--- config.mk ---
export PLATFORM = sky130hd
export DESIGN_NAME = interrupt_sequencer
export DESIGN_NICKNAME = d
export VERILOG_FILES = /design/src/rtl/interrupt_sequencer.sv
export SDC_FILE = /design/constraint.sdc
export NUM_CORES = 1
export LEC_CHECK = 0
export CELL_PAD_IN_SITES_DETAIL_PLACEMENT = 1
export CELL_PAD_IN_SITES_GLOBAL_PLACEMENT = 2
export CORE_ASPECT_RATIO = 1.4
export CORE_MARGIN = 2
export CORE_UTILIZATION = 30
export DETAILED_ROUTE_END_ITERATION = 8
export PLACE_DENSITY_LB_ADDON = 0.2
export SETUP_SLACK_MARGIN = 0.1
export SYNTH_ARGS = -nofsm -noshare
export SYNTH_HDL_FRONTEND = slang
export SYNTH_SLANG_ARGS = --single-unit
export TNS_END_PERCENT = 10
--- constraint.sdc ---
create_clock -name clk -period 5.06 [get_ports clk]
set_clock_uncertainty 0.05 [all_clocks]
set_input_delay 1.012 -clock clk [delete_from_list [all_inputs] [get_ports clk]]
set_output_delay 1.012 -clock clk [all_outputs]
set_load 0.03 [all_outputs]
--- src/rtl/interrupt_sequencer.sv ---
// interrupt_sequencer
//
// Turns a rising edge on interrupt_signal into a fixed pipeline sequence:
// stall and flush fetch, drain in-flight instructions, push the return PC
// (and flags when INT_FLAG_SAVE_EN is defined), read a 32-bit handler vector
// from data memory, then load it into the PC.
//
// Build option:
//   INT_FLAG_SAVE_EN  when defined, the flags word is pushed after the PC
//                     (three pushes); otherwise only the PC is pushed.
//
// Parameters:
//   DRAIN_CYCLES  cycles waited after the flush before the first push
//   VECTOR_ADDR   address of the vector high word (low word at +1, wraps)
//
// Ports:
//   clk, rst             clock, asynchronous active-high reset
//   interrupt_signal     interrupt request (rising edge sampled)
//   int_enable           global interrupt enable (checked in IDLE only)
//   branch_pending       unresolved branch/jump, blocks entry
//   pc_next, flags       return PC and flag register captured at entry
//   mem_gnt              memory stage accepted the current request
//   mem_rvalid/rdata     read data return
//   mem_req/push/read    injected memory operation and its kind
//   mem_addr, mem_wdata  read address / push data
//   stall_fetch          hold fetch while the sequence runs
//   flush_fetch          one-cycle pulse at sequence entry
//   pc_write, pc_value   load handler PC into fetch
//   int_active           sequence in progress
module interrupt_sequencer #(
    parameter int          DRAIN_CYCLES = 3,
    parameter logic [15:0] VECTOR_ADDR  = 16'h0000
) (
    input  logic        clk,
    input  logic        rst,
    input  logic        interrupt_signal,
    input  logic        int_enable,
    input  logic        branch_pending,
    input  logic [31:0] pc_next,
    input  logic [2:0]  flags,
    input  logic        mem_gnt,
    input  logic        mem_rvalid,
    input  logic [15:0] mem_rdata,
    output logic        mem_req,
    output logic        mem_push,
    output logic        mem_read,
    output logic [15:0] mem_addr,
    output logic [15:0] mem_wdata,
    output logic        stall_fetch,
    output logic        flush_fetch,
    output logic        pc_write,
    output logic [31:0] pc_value,
    output logic        int_active
);

    localparam int CNT_W = (DRAIN_CYCLES > 2) ? $clog2(DRAIN_CYCLES) : 1;
    localparam logic [CNT_W-1:0] DRAIN_LOAD =
        CNT_W'((DRAIN_CYCLES > 0) ? DRAIN_CYCLES - 1 : 0);

    typedef enum logic [3:0] {
        IDLE,
        DRAIN,
        PUSH_HI,
        PUSH_LO,
`ifdef INT_FLAG_SAVE_EN
        PUSH_FLG,
`endif
        VEC_HI_REQ,
        VEC_HI_WAIT,
        VEC_LO_REQ,
        VEC_LO_WAIT,
        LOAD
    } state_t;

    state_t           state, state_nxt;
    logic             int_q1, int_q2;
    logic             pending;
    logic [CNT_W-1:0] drain_cnt;
    logic [31:0]      pc_cap;
    logic             int_edge;
    logic             entry;

`ifdef INT_FLAG_SAVE_EN
    logic [2:0]       flags_cap;
`else
    logic             unused_flags;
    assign unused_flags = ^flags;
`endif

    // The edge is taken between the registered copy and its delayed copy,
    // so pending rises two cycles after the request.
    assign int_edge = int_q1 & ~int_q2;
    assign entry    = (state == IDLE) && pending && int_enable && !branch_pending;

    always_ff @(posedge clk or posedge rst) begin
        if (rst) begin
            state     <= IDLE;
            int_q1    <= 1'b0;
            int_q2    <= 1'b0;
            pending   <= 1'b0;
            drain_cnt <= '0;
            pc_cap    <= '0;
            pc_value  <= '0;
`ifdef INT_FLAG_SAVE_EN
            flags_cap <= '0;
`endif
        end else begin
            state  <= state_nxt;
            int_q1 <= interrupt_signal;
            int_q2 <= int_q1;

            // An edge coinciding with entry is kept so a second sequence follows.
            if (entry)
                pending <= int_edge;
            else if (int_edge)
                pending <= 1'b1;

            if (entry) begin
                pc_cap    <= pc_next;
                drain_cnt <= DRAIN_LOAD;
`ifdef INT_FLAG_SAVE_EN
                flags_cap <= flags;
`endif
            end else if (state == DRAIN && drain_cnt != '0) begin
                drain_cnt <= drain_cnt - CNT_W'(1);
            end

            if (state == VEC_HI_WAIT && mem_rvalid)
                pc_value[31:16] <= mem_rdata;
            if (state == VEC_LO_WAIT && mem_rvalid)
                pc_value[15:0] <= mem_rdata;
        end
    end

    always_comb begin
        state_nxt   = state;
        mem_req     = 1'b0;
        mem_push    = 1'b0;
        mem_read    = 1'b0;
        mem_addr    = 16'h0000;
        mem_wdata   = 16'h0000;
        flush_fetch = 1'b0;
        pc_write    = 1'b0;
        stall_fetch = (state != IDLE);
        int_active  = (state != IDLE);

        case (state)
            IDLE: begin
                if (entry) begin
                    flush_fetch = 1'b1;
                    state_nxt   = (DRAIN_CYCLES == 0) ? PUSH_HI : DRAIN;
                end
            end
            DRAIN: begin
                if (drain_cnt == '0)
                    state_nxt = PUSH_HI;
            end
            PUSH_HI: begin
                mem_req   = 1'b1;
                mem_push  = 1'b1;
                mem_wdata = pc_cap[31:16];
                if (mem_gnt)
                    state_nxt = PUSH_LO;
            end
            PUSH_LO: begin
                mem_req   = 1'b1;
                mem_push  = 1'b1;
                mem_wdata = pc_cap[15:0];
                if (mem_gnt)
`ifdef INT_FLAG_SAVE_EN
                    state_nxt = PUSH_FLG;
`else
                    state_nxt = VEC_HI_REQ;
`endif
            end
`ifdef INT_FLAG_SAVE_EN
            PUSH_FLG: begin
                mem_req   = 1'b1;
                mem_push  = 1'b1;
                mem_wdata = {13'b0, flags_cap};
                if (mem_gnt)
                    state_nxt = VEC_HI_REQ;
            end
`endif
            VEC_HI_REQ: begin
                mem_req  = 1'b1;
                mem_read = 1'b1;
                mem_addr = VECTOR_ADDR;
                if (mem_gnt)
                    state_nxt = VEC_HI_WAIT;
            end
            VEC_HI_WAIT: begin
                if (mem_rvalid)
                    state_nxt = VEC_LO_REQ;
            end
            VEC_LO_REQ: begin
                mem_req  = 1'b1;
                mem_read = 1'b1;
                mem_addr = VECTOR_ADDR + 16'd1;
                if (mem_gnt)
                    state_nxt = VEC_LO_WAIT;
            end
            VEC_LO_WAIT: begin
                if (mem_rvalid)
                    state_nxt = LOAD;
            end
            LOAD: begin
                pc_write  = 1'b1;
                state_nxt = IDLE;
            end
            default: state_nxt = IDLE;
        endcase
    end

endmodule

==> results of run 1 <==
kinds of logic after synthesis:
family                   count (synthesis)  share of synthesized area
AO/OA/AOI/OAI                           21                     0.0559
XOR/XNOR                                 2                    0.00555
adder cells (fa/ha/maj)                  1                    0.00396
buffers and inverters                   31                     0.0642
flip-flops                              73                      0.579
multiplexers                            69                      0.245
other                                    1                    0.00119
AND/OR/NAND/NOR                         24                     0.0452
cells in the mapped netlist (all sizes together), types with 2 or more instances:
master,count,area share
mux2i,2,0.0063
dfrtp,73,0.58
buf,22,0.054
nor2,7,0.0083
inv,6,0.0071
or2,2,0.0040
a22o,16,0.044
nand2b,3,0.0059
nand2,3,0.0036
nor3,3,0.0083
mux2,67,0.24
clkbuf,3,0.0036
layout make-up:
| type | count | area, um^2 | share of cell area |
|---|---|---|---|
| timing repair buffer | 116 | 1150 | 0.246 |
| sequential | 73 | 1830 | 0.392 |
| clock inverter | 6 | 57.6 | 0.0124 |
| tap | 138 | 173 | 0.0371 |
| multi-input combinational | 132 | 1190 | 0.256 |
| clock buffer | 10 | 239 | 0.0513 |
| inverter | 6 | 22.5 | 0.00484 |
metrics by stage:
stage,std cells,util
after floorplan,236,-
after global placement,465,0.423
after detailed placement,465,0.423
after CTS,481,0.452
after global routing,481,0.452
final,481,0.452
critical path, cell delays in order:
cell	delay [ns]
clkdlybuf4s50_1	0.45
nand2_1	0.09
nor3_4	0.13
clkdlybuf4s50_1	0.74
flip-flops by register name, summed over array words and instances, names as in the netlist:
signal	flops
pc_value	32
int_q2	1
drain_cnt	2
state	4
int_q1	1
pc_cap	32
pending	1
path summary, 6_finish.rpt:
path                                       from                        to  slack [ns]
setup / recovery                     int_enable               flush_fetch        1.56
hold / removal                 int_q1$_DFF_PP0_          int_q2$_DFF_PP0_        0.32
setup reg to reg           state[2]$_DFFE_PP0P_    pc_cap[31]$_DFFE_PP0P_        2.74
hold reg to reg                int_q1$_DFF_PP0_          int_q2$_DFF_PP0_        0.32
max in group asynchronous                   rst  pc_value[25]$_DFFE_PP0P_        2.88
min in group asynchronous                   rst  pc_value[20]$_DFFE_PP0P_        1.08
layout by cell type, fill, tap and decap left out, types with 2 or more instances in the layout:
| cell type | Yosys | routed |
|---|---|---|
| nor3_2 | 0 | 2 |
| mux2i_1 | 2 | 2 |
| nor2_1 | 7 | 7 |
| or2_2 | 2 | 2 |
| clkbuf_16 | 0 | 9 |
| nand2_1 | 3 | 3 |
| a22o_1 | 16 | 16 |
| buf_4 | 16 | 6 |
| nand2b_1 | 3 | 3 |
| clkinv_2 | 0 | 4 |
| clkdlybuf4s50_1 | 0 | 110 |
| conb_1 | 1 | 15 |
| inv_1 | 6 | 5 |
| dfrtp_1 | 73 | 73 |
| mux2_2 | 67 | 67 |
metal layers:
layer	vias up	routed length [um]
met1	1084	3010
li1	991	-
met2	62	4050
met5	-	0
met3	9	497
met4	0	107
power by group through the flow:
| stage | sequential, mW | combinational [mW] | clock [mW] |
|---|---|---|---|
| 6_report | 1.04 | 1.51 | 0.623 |
| 5_1_grt | 1.09 | 1.60 | 0.670 |
| 4_1_cts | 1.04 | 1.53 | 0.646 |
| 3_5_place_dp | 1.05 | 1.53 | 0 |
| 3_3_place_gp | 1.04 | 1.50 | 0 |
| 2_1_floorplan | 1.26 | 0.722 | 0 |
==> flow_summary.ini, run 1 <==
[synth]
yosysWarnings = 0
synth-async-reset-ratio = 1.00
synth_area_um2 = 3160
ys.flop_type = dfrtp_1
avgSynthCellArea_um2 = 14.2
synth-edff-count = 0
synth_cell_types = 30
netlist_instances = 222
ys_seq_elements = 73
synth-seq-area-share = 0.579

[routing]
dr.pass1.iters = 3
postRouteAntennaNets = 0
drc = 0
wirelength_um = 7670
vias = 2146
wl_per_cell_um = 15.9
viasPerCell = 4.46
drtIter0Drc = 33

[timing]
hold_viol = 0
fmax_mhz = 286
timing.hold.ws_ns = 0.323
fin_crit_ns = 3.50
setup_violations = 0
maxSlewHeadroom = 0.393
worst_slack_ns = 1.56
tightest_slew_ns = 0.899
rsz0062_at_grt = false
drv_slew = 0
tns_ns = 0
finalCritPeriodShare = 0.691

[critical_path]
critPathKind = primary input to primary output
endpoint_kind = primary output
critPathLaunchType = primary input
rr_worst_depth = 4
crit_required_ns = 4.00
cp_max_fo = 2
arrival_ns = 2.43

[grt]
busiest_layer = met2
grt_use_met3 = 0.0482
met1_usage = 0.160
antenna_found_initial = 0
overflow = 0
use_met2 = 0.245
grt_pass1_vias = 2340
grt_first_pass_wirelength_um = 12500
grt_max_degree = 40
grt_use_total = 0.142

[clocking]
worstSkewPairLatency_ns = 0.32
hold_buffers = 0
cts_inserted_buffers = 9
cts_root_buf = clkbuf_16
cts_tree = built
clk_pin_slew_ns = 0.05
cts.sinks = 73
cts_max_level = 3
cts_setup_buffers = 0
cts-resized-gates = 0
ctsLongestPathBuffers = 2

[floorplanning]
rows = 44
die_y_um = 125
core_um2 = 10300
dieArea_um2 = 11400
dieWidth_um = 90.7
io_pins = 129
initial_core_util = 0.307

[placed_design]
place_area_um2 = 4360
dpl.hpwl_um = 5340
dpl_worst_slack_ns = 1.54
portBuffers = 110
place_congestion = 0.703

[cells_and_area]
fillCellCount = 1084
final_area_um2 = 4650
syn2layout_area_growth_pct = 47.4
drive_gt1_frac = 0.280
n_antenna_cell = 0
nets = 397

[power]
p_leak_nw = 1.97
combPwrFrac = 0.475
power.share.clock = 0.196
p_int_mw = 1.99
switchingPower_mw = 1.18
power_density_nw_per_um2 = 681
ir_drop_mv = 0.285
p_total_mw = 3.17
p_seq_frac = 0.328
p_sw_frac = 0.372

[hold_path]
hold_depth = 0
holdCritPathClass = flop to flop

[status]
status = finished clean

[flow_run]
drv_cap = 0
No activity file was read; power rests on OpenSTA's default activity.
==> run 2, diff against run 1 <==
--- a/config.mk
+++ b/config.mk
@@ -9,7 +9,7 @@
 export CELL_PAD_IN_SITES_GLOBAL_PLACEMENT = 2
 export CORE_ASPECT_RATIO = 1.4
 export CORE_MARGIN = 2
-export CORE_UTILIZATION = 30
+export CORE_UTILIZATION = 25
 export DETAILED_ROUTE_END_ITERATION = 8
 export PLACE_DENSITY_LB_ADDON = 0.2
 export SETUP_SLACK_MARGIN = 0.1
==> constraint.sdc (replaced) <==
create_clock -name clk -period 3.1 [get_ports clk]
set_clock_uncertainty 0.05 [all_clocks]
set_input_delay 0.62 -clock clk [delete_from_list [all_inputs] [get_ports clk]]
set_output_delay 0.62 -clock clk [all_outputs]
set_load 0.03 [all_outputs]
==> flow_summary.ini, run 2 (same netlist as run 1, synthesis figures left out) <==
[routing]
postRouteAntennaNets = 0
drc = 0
vias = 2196
wirelength_um = 8240
wl_per_cell_um = 16.7
drtIter0Drc = 56
viasPerCell = 4.44
dr.pass1.iters = 3

[grt]
antenna_found_initial = 0
overflow = 0
grt_use_total = 0.128
grt_pass1_vias = 2434
grt_max_degree = 41
grt_first_pass_wirelength_um = 13100

[critical_path]
cp_max_fo = 13
cp-startpoint = state[2]$_DFFE_PP0P_
path_cells = or4_4, clkdlybuf4s50_1
regToRegStartpoint = state[2]$_DFFE_PP0P_
arrival_ns = 2.09
cp_top_family = buffers and inverters
cpPeakStageDelay_ns = 0.61
critPathLaunchType = flop
cp_num_buf_inv = 1
critical-path-slowest-cell = clkdlybuf4s50_1
endpoint_kind = primary output
critPathKind = flop to primary output
crit_required_ns = 2.43

[floorplanning]
io_pins = 129
die_y_um = 137
initial_core_util = 0.256
rows = 48
dieWidth_um = 99.0
dieArea_um2 = 13600
core_um2 = 12300

[clocking]
cts_max_level = 3
clk_pin_slew_ns = 0.05
worstSkewPairLatency_ns = 0.33
cts_inserted_buffers = 9
cts.sinks = 73
ctsLongestPathBuffers = 2
cts_tree = built
cts_root_buf = clkbuf_16
hold_buffers = 0

[cells_and_area]
n_antenna_cell = 0
biggestRegsByFlops = pc_cap x32, pc_value x32, state x4
final_common_cell = clkdlybuf4s50_1
nets = 399
drive_gt1_frac = 0.293
syn2layout_area_growth_pct = 51.6
most-common-layout-cells = 93 x clkdlybuf4s50_1, 72 x dfrtp_1, 67 x mux2_2
final_core_util = 0.389

[timing]
maxSlewHeadroom = 0.504
finalCritPeriodShare = 0.891
tightest_slew_ns = 0.743
drv_slew = 0
setup_violations = 0
rsz0062_at_grt = false
hold_viol = 0
fin_crit_ns = 2.76
tns_ns = 0
fmax_mhz = 362
worst_slack_ns = 0.337

[power]
p_leak_nw = 2.26
ir_drop_mv = 0.377
p_total_mw = 5.31
power_density_nw_per_um2 = 1110

[placed_design]
dpl.hpwl_um = 5800
dpl_worst_slack_ns = 0.450
place_congestion = 0.699
portBuffers = 110

[flow_run]
drv_cap = 0

[hold_path]
hold_start = int_q1$_DFF_PP0_
holdCritPathClass = flop to flop

[status]
status = finished clean
-- run 2: worst register-to-register path: cells and delay by family (launching register included) --
family	cells	cell delay, ns
flops	1	0.55
simple gates	2	0.92
mux	1	0.38
buf+inv	1	0.26
-- run 2: final cells by class --
| cell class | count | area (um^2) |
|---|---|---|
| Sequential cell | 73 | 1830 |
| Clock inverter | 5 | 77.6 |
| Multi-Input combinational cell | 132 | 1190 |
| Fill cell | 1286 | 7530 |
| Clock buffer | 11 | 253 |
| Tap cell | 150 | 188 |
| Inverter | 6 | 23.8 |
| Timing Repair Buffer | 118 | 1220 |
-- run 2: what timing repair did --
action                                 CTS  global route
setup buffers                            0             0
setup endpoints to repair               15            15
gates resized for setup                  1            17
endpoints found under the hold margin    0             0
-- run 2: routing by layer --
| layer | share of wire | GRT usage | up-vias |
|---|---|---|---|
| li1 | - | - | 996 |
| met1 | 0.39 | 0.150 | 1130 |
| met2 | 0.55 | 0.218 | 61 |
| met3 | 0.046 | 0.0363 | 9 |
| met4 | 0.018 | 0.0525 | 0 |
| met5 | 0 | 0 | - |
-- run 2: final timing paths --
| kind | to | slack (ns) | cells after the start |
|---|---|---|---|
| setup reg to reg | pc_cap[3]$_DFFE_PP0P_ | 0.82 | 4 |
| min in group asynchronous | pc_value[2]$_DFFE_PP0P_ | 0.67 | 2 |
| max in group asynchronous | pc_cap[14]$_DFFE_PP0P_ | 1.72 | 3 |
| hold / removal | int_q2$_DFF_PP0_ | 0.32 | 0 |
| setup / recovery | stall_fetch | 0.34 | 2 |
| hold reg to reg | int_q2$_DFF_PP0_ | 0.32 | 0 |
-- run 2: report_power, final --
group	internal, mW	switching (mW)
logic	1.20	1.27
registers	1.42	0.285
clock network	0.745	0.393
-- run 2: through the flow --
stage / cell area, um^2 / hold WS (ns) / instances
after floorplan: 3210 / 0.304 / 236
after global placement: 4410 / 0.311 / 479
after detailed placement: 4410 / 0.314 / 479
after CTS: 4740 / 0.327 / 495
after global routing: 4790 / 0.333 / 495
final: 4790 / 0.324 / 495
==> run 3, diff against run 2 <==
--- a/config.mk
+++ b/config.mk
@@ -8,9 +8,10 @@
 export CELL_PAD_IN_SITES_DETAIL_PLACEMENT = 1
 export CELL_PAD_IN_SITES_GLOBAL_PLACEMENT = 2
 export CORE_ASPECT_RATIO = 1.4
-export CORE_MARGIN = 2
+export CORE_MARGIN = 10
 export CORE_UTILIZATION = 25
 export DETAILED_ROUTE_END_ITERATION = 8
+export HOLD_SLACK_MARGIN = 0.02
 export PLACE_DENSITY_LB_ADDON = 0.2
 export SETUP_SLACK_MARGIN = 0.1
 export SYNTH_ARGS = -nofsm -noshare
==> flow_summary.ini, run 3 (same netlist as run 1, synthesis figures left out) <==
[routing]
wl_per_cell_um = 17.9
drtIter0Drc = 32
viasPerCell = 4.42
wirelength_um = 8870
vias = 2188
drc = 0
dr.pass1.iters = 4
postRouteAntennaNets = 0

[critical_path]
endpoint_kind = primary output
cp_max_fo = 9
arrival_ns = 2.09
cp-startpoint = state[2]$_DFFE_PP0P_
cp_num_buf_inv = 2
r2r_slack_ns = 0.81
critical-path-slowest-cell = clkdlybuf4s50_1
path_cells = buf_4, or4_4, clkdlybuf4s50_1
crit_required_ns = 2.43
critPathLaunchType = flop
cpPeakStageDelay_ns = 0.62
regToRegStartpoint = state[2]$_DFFE_PP0P_
critPathKind = flop to primary output
cp_top_family = buffers and inverters

[clocking]
worstSkewPairLatency_ns = 0.33
clk_pin_slew_ns = 0.05
cts_inserted_buffers = 9
ctsLongestPathBuffers = 2
cts_max_level = 3
cts_root_buf = clkbuf_16
cts_tree = built
cts.sinks = 73

[cells_and_area]
final_core_util = 0.381
final_area_um2 = 4710
nets = 400
final_common_cell = clkdlybuf4s50_1
most-common-layout-cells = 93 x clkdlybuf4s50_1, 73 x dfrtp_1, 67 x mux2_2
drive_gt1_frac = 0.287
biggestRegsByFlops = pc_cap x32, pc_value x32, state x4
syn2layout_area_growth_pct = 49.3
n_antenna_cell = 0

[floorplanning]
dieArea_um2 = 17600
dieWidth_um = 115
rows = 48
core_um2 = 12400
initial_core_util = 0.255
die_y_um = 153
io_pins = 129

[placed_design]
dpl_worst_slack_ns = 0.436
portBuffers = 110
dpl.hpwl_um = 6480
place_congestion = 0.706
place_area_um2 = 4410

[hold_path]
hold_start = int_q1$_DFF_PP0_
holdCritPathClass = flop to flop

[grt]
overflow = 0
grt_use_total = 0.103
grt_max_degree = 38
grt_pass1_vias = 2438
antenna_found_initial = 0
grt_first_pass_wirelength_um = 13900

[timing]
setup_violations = 0
tightest_slew_ns = 0.821
rsz0062_at_grt = false
tns_ns = 0
fmax_mhz = 362
hold_viol = 0
finalCritPeriodShare = 0.891
fin_crit_ns = 2.76
drv_slew = 0
maxSlewHeadroom = 0.452
worst_slack_ns = 0.339

[power]
power_density_nw_per_um2 = 1090
p_seq_frac = 0.326
p_sw_frac = 0.382
p_leak_nw = 2.24
power.share.clock = 0.184
ir_drop_mv = 0.427
combPwrFrac = 0.490
p_int_mw = 3.17
switchingPower_mw = 1.96

[flow_run]
drv_cap = 0

[status]
status = finished clean
==> run 3: cell type report <==
cell class	instances	area (um^2)
tap	150	188
clock buffer	10	239
fill	1315	7660
multi-input combinational	132	1190
clock inverter	5	31.3
inverter	6	22.5
sequential	73	1830
timing repair buffer	119	1210
==> run 3: per-stage QoR <==
stage	total power, mW	cells	hold slack [ns]
after floorplan	3.23	236	0.304
after global placement	4.23	480	0.312
after detailed placement	4.28	480	0.319
after CTS	5.26	495	0.344
after global routing	5.47	495	0.369
final	5.13	495	0.339
==> run 3: repair_timing <==
action / CTS / global route
setup endpoints to repair: 9 / 15
gates cloned: 0 / 0
buffers inserted: 0 / 0
gates resized for setup: 1 / 15
pin swaps: 0 / 0
hold endpoints to repair: 0 / 0
hold buffers: 0 / 0
==> run 3: power groups by stage <==
stage / clock [mW] / sequential, mW / combinational (mW)
after floorplan: 0 / 2.05 / 1.18
after global placement: 0 / 1.67 / 2.56
after detailed placement: 0 / 1.69 / 2.59
after CTS: 0.991 / 1.68 / 2.59
after global routing: 1.03 / 1.74 / 2.69
final: 0.945 / 1.67 / 2.52
==> run 3: final timing paths <==
kind                            cells after the start                       end
worst min register to register                      0          int_q2$_DFF_PP0_
worst min-delay path                                0          int_q2$_DFF_PP0_
min in group asynchronous                           2  pc_value[29]$_DFFE_PP0P_
worst max-delay path                                3               stall_fetch
max in group asynchronous                           3       pending$_DFFE_PP0P_
worst max register to register                      5    pc_cap[21]$_DFFE_PP0P_
==> run 3: metal layers <==
metal	GRT usage	part of all wire	vias to the layer above
met5	0	0	-
met1	0.106	0.37	1108
met3	0.0360	0.079	12
met2	0.179	0.54	74
met4	0.0496	0.019	0
li1	-	-	994
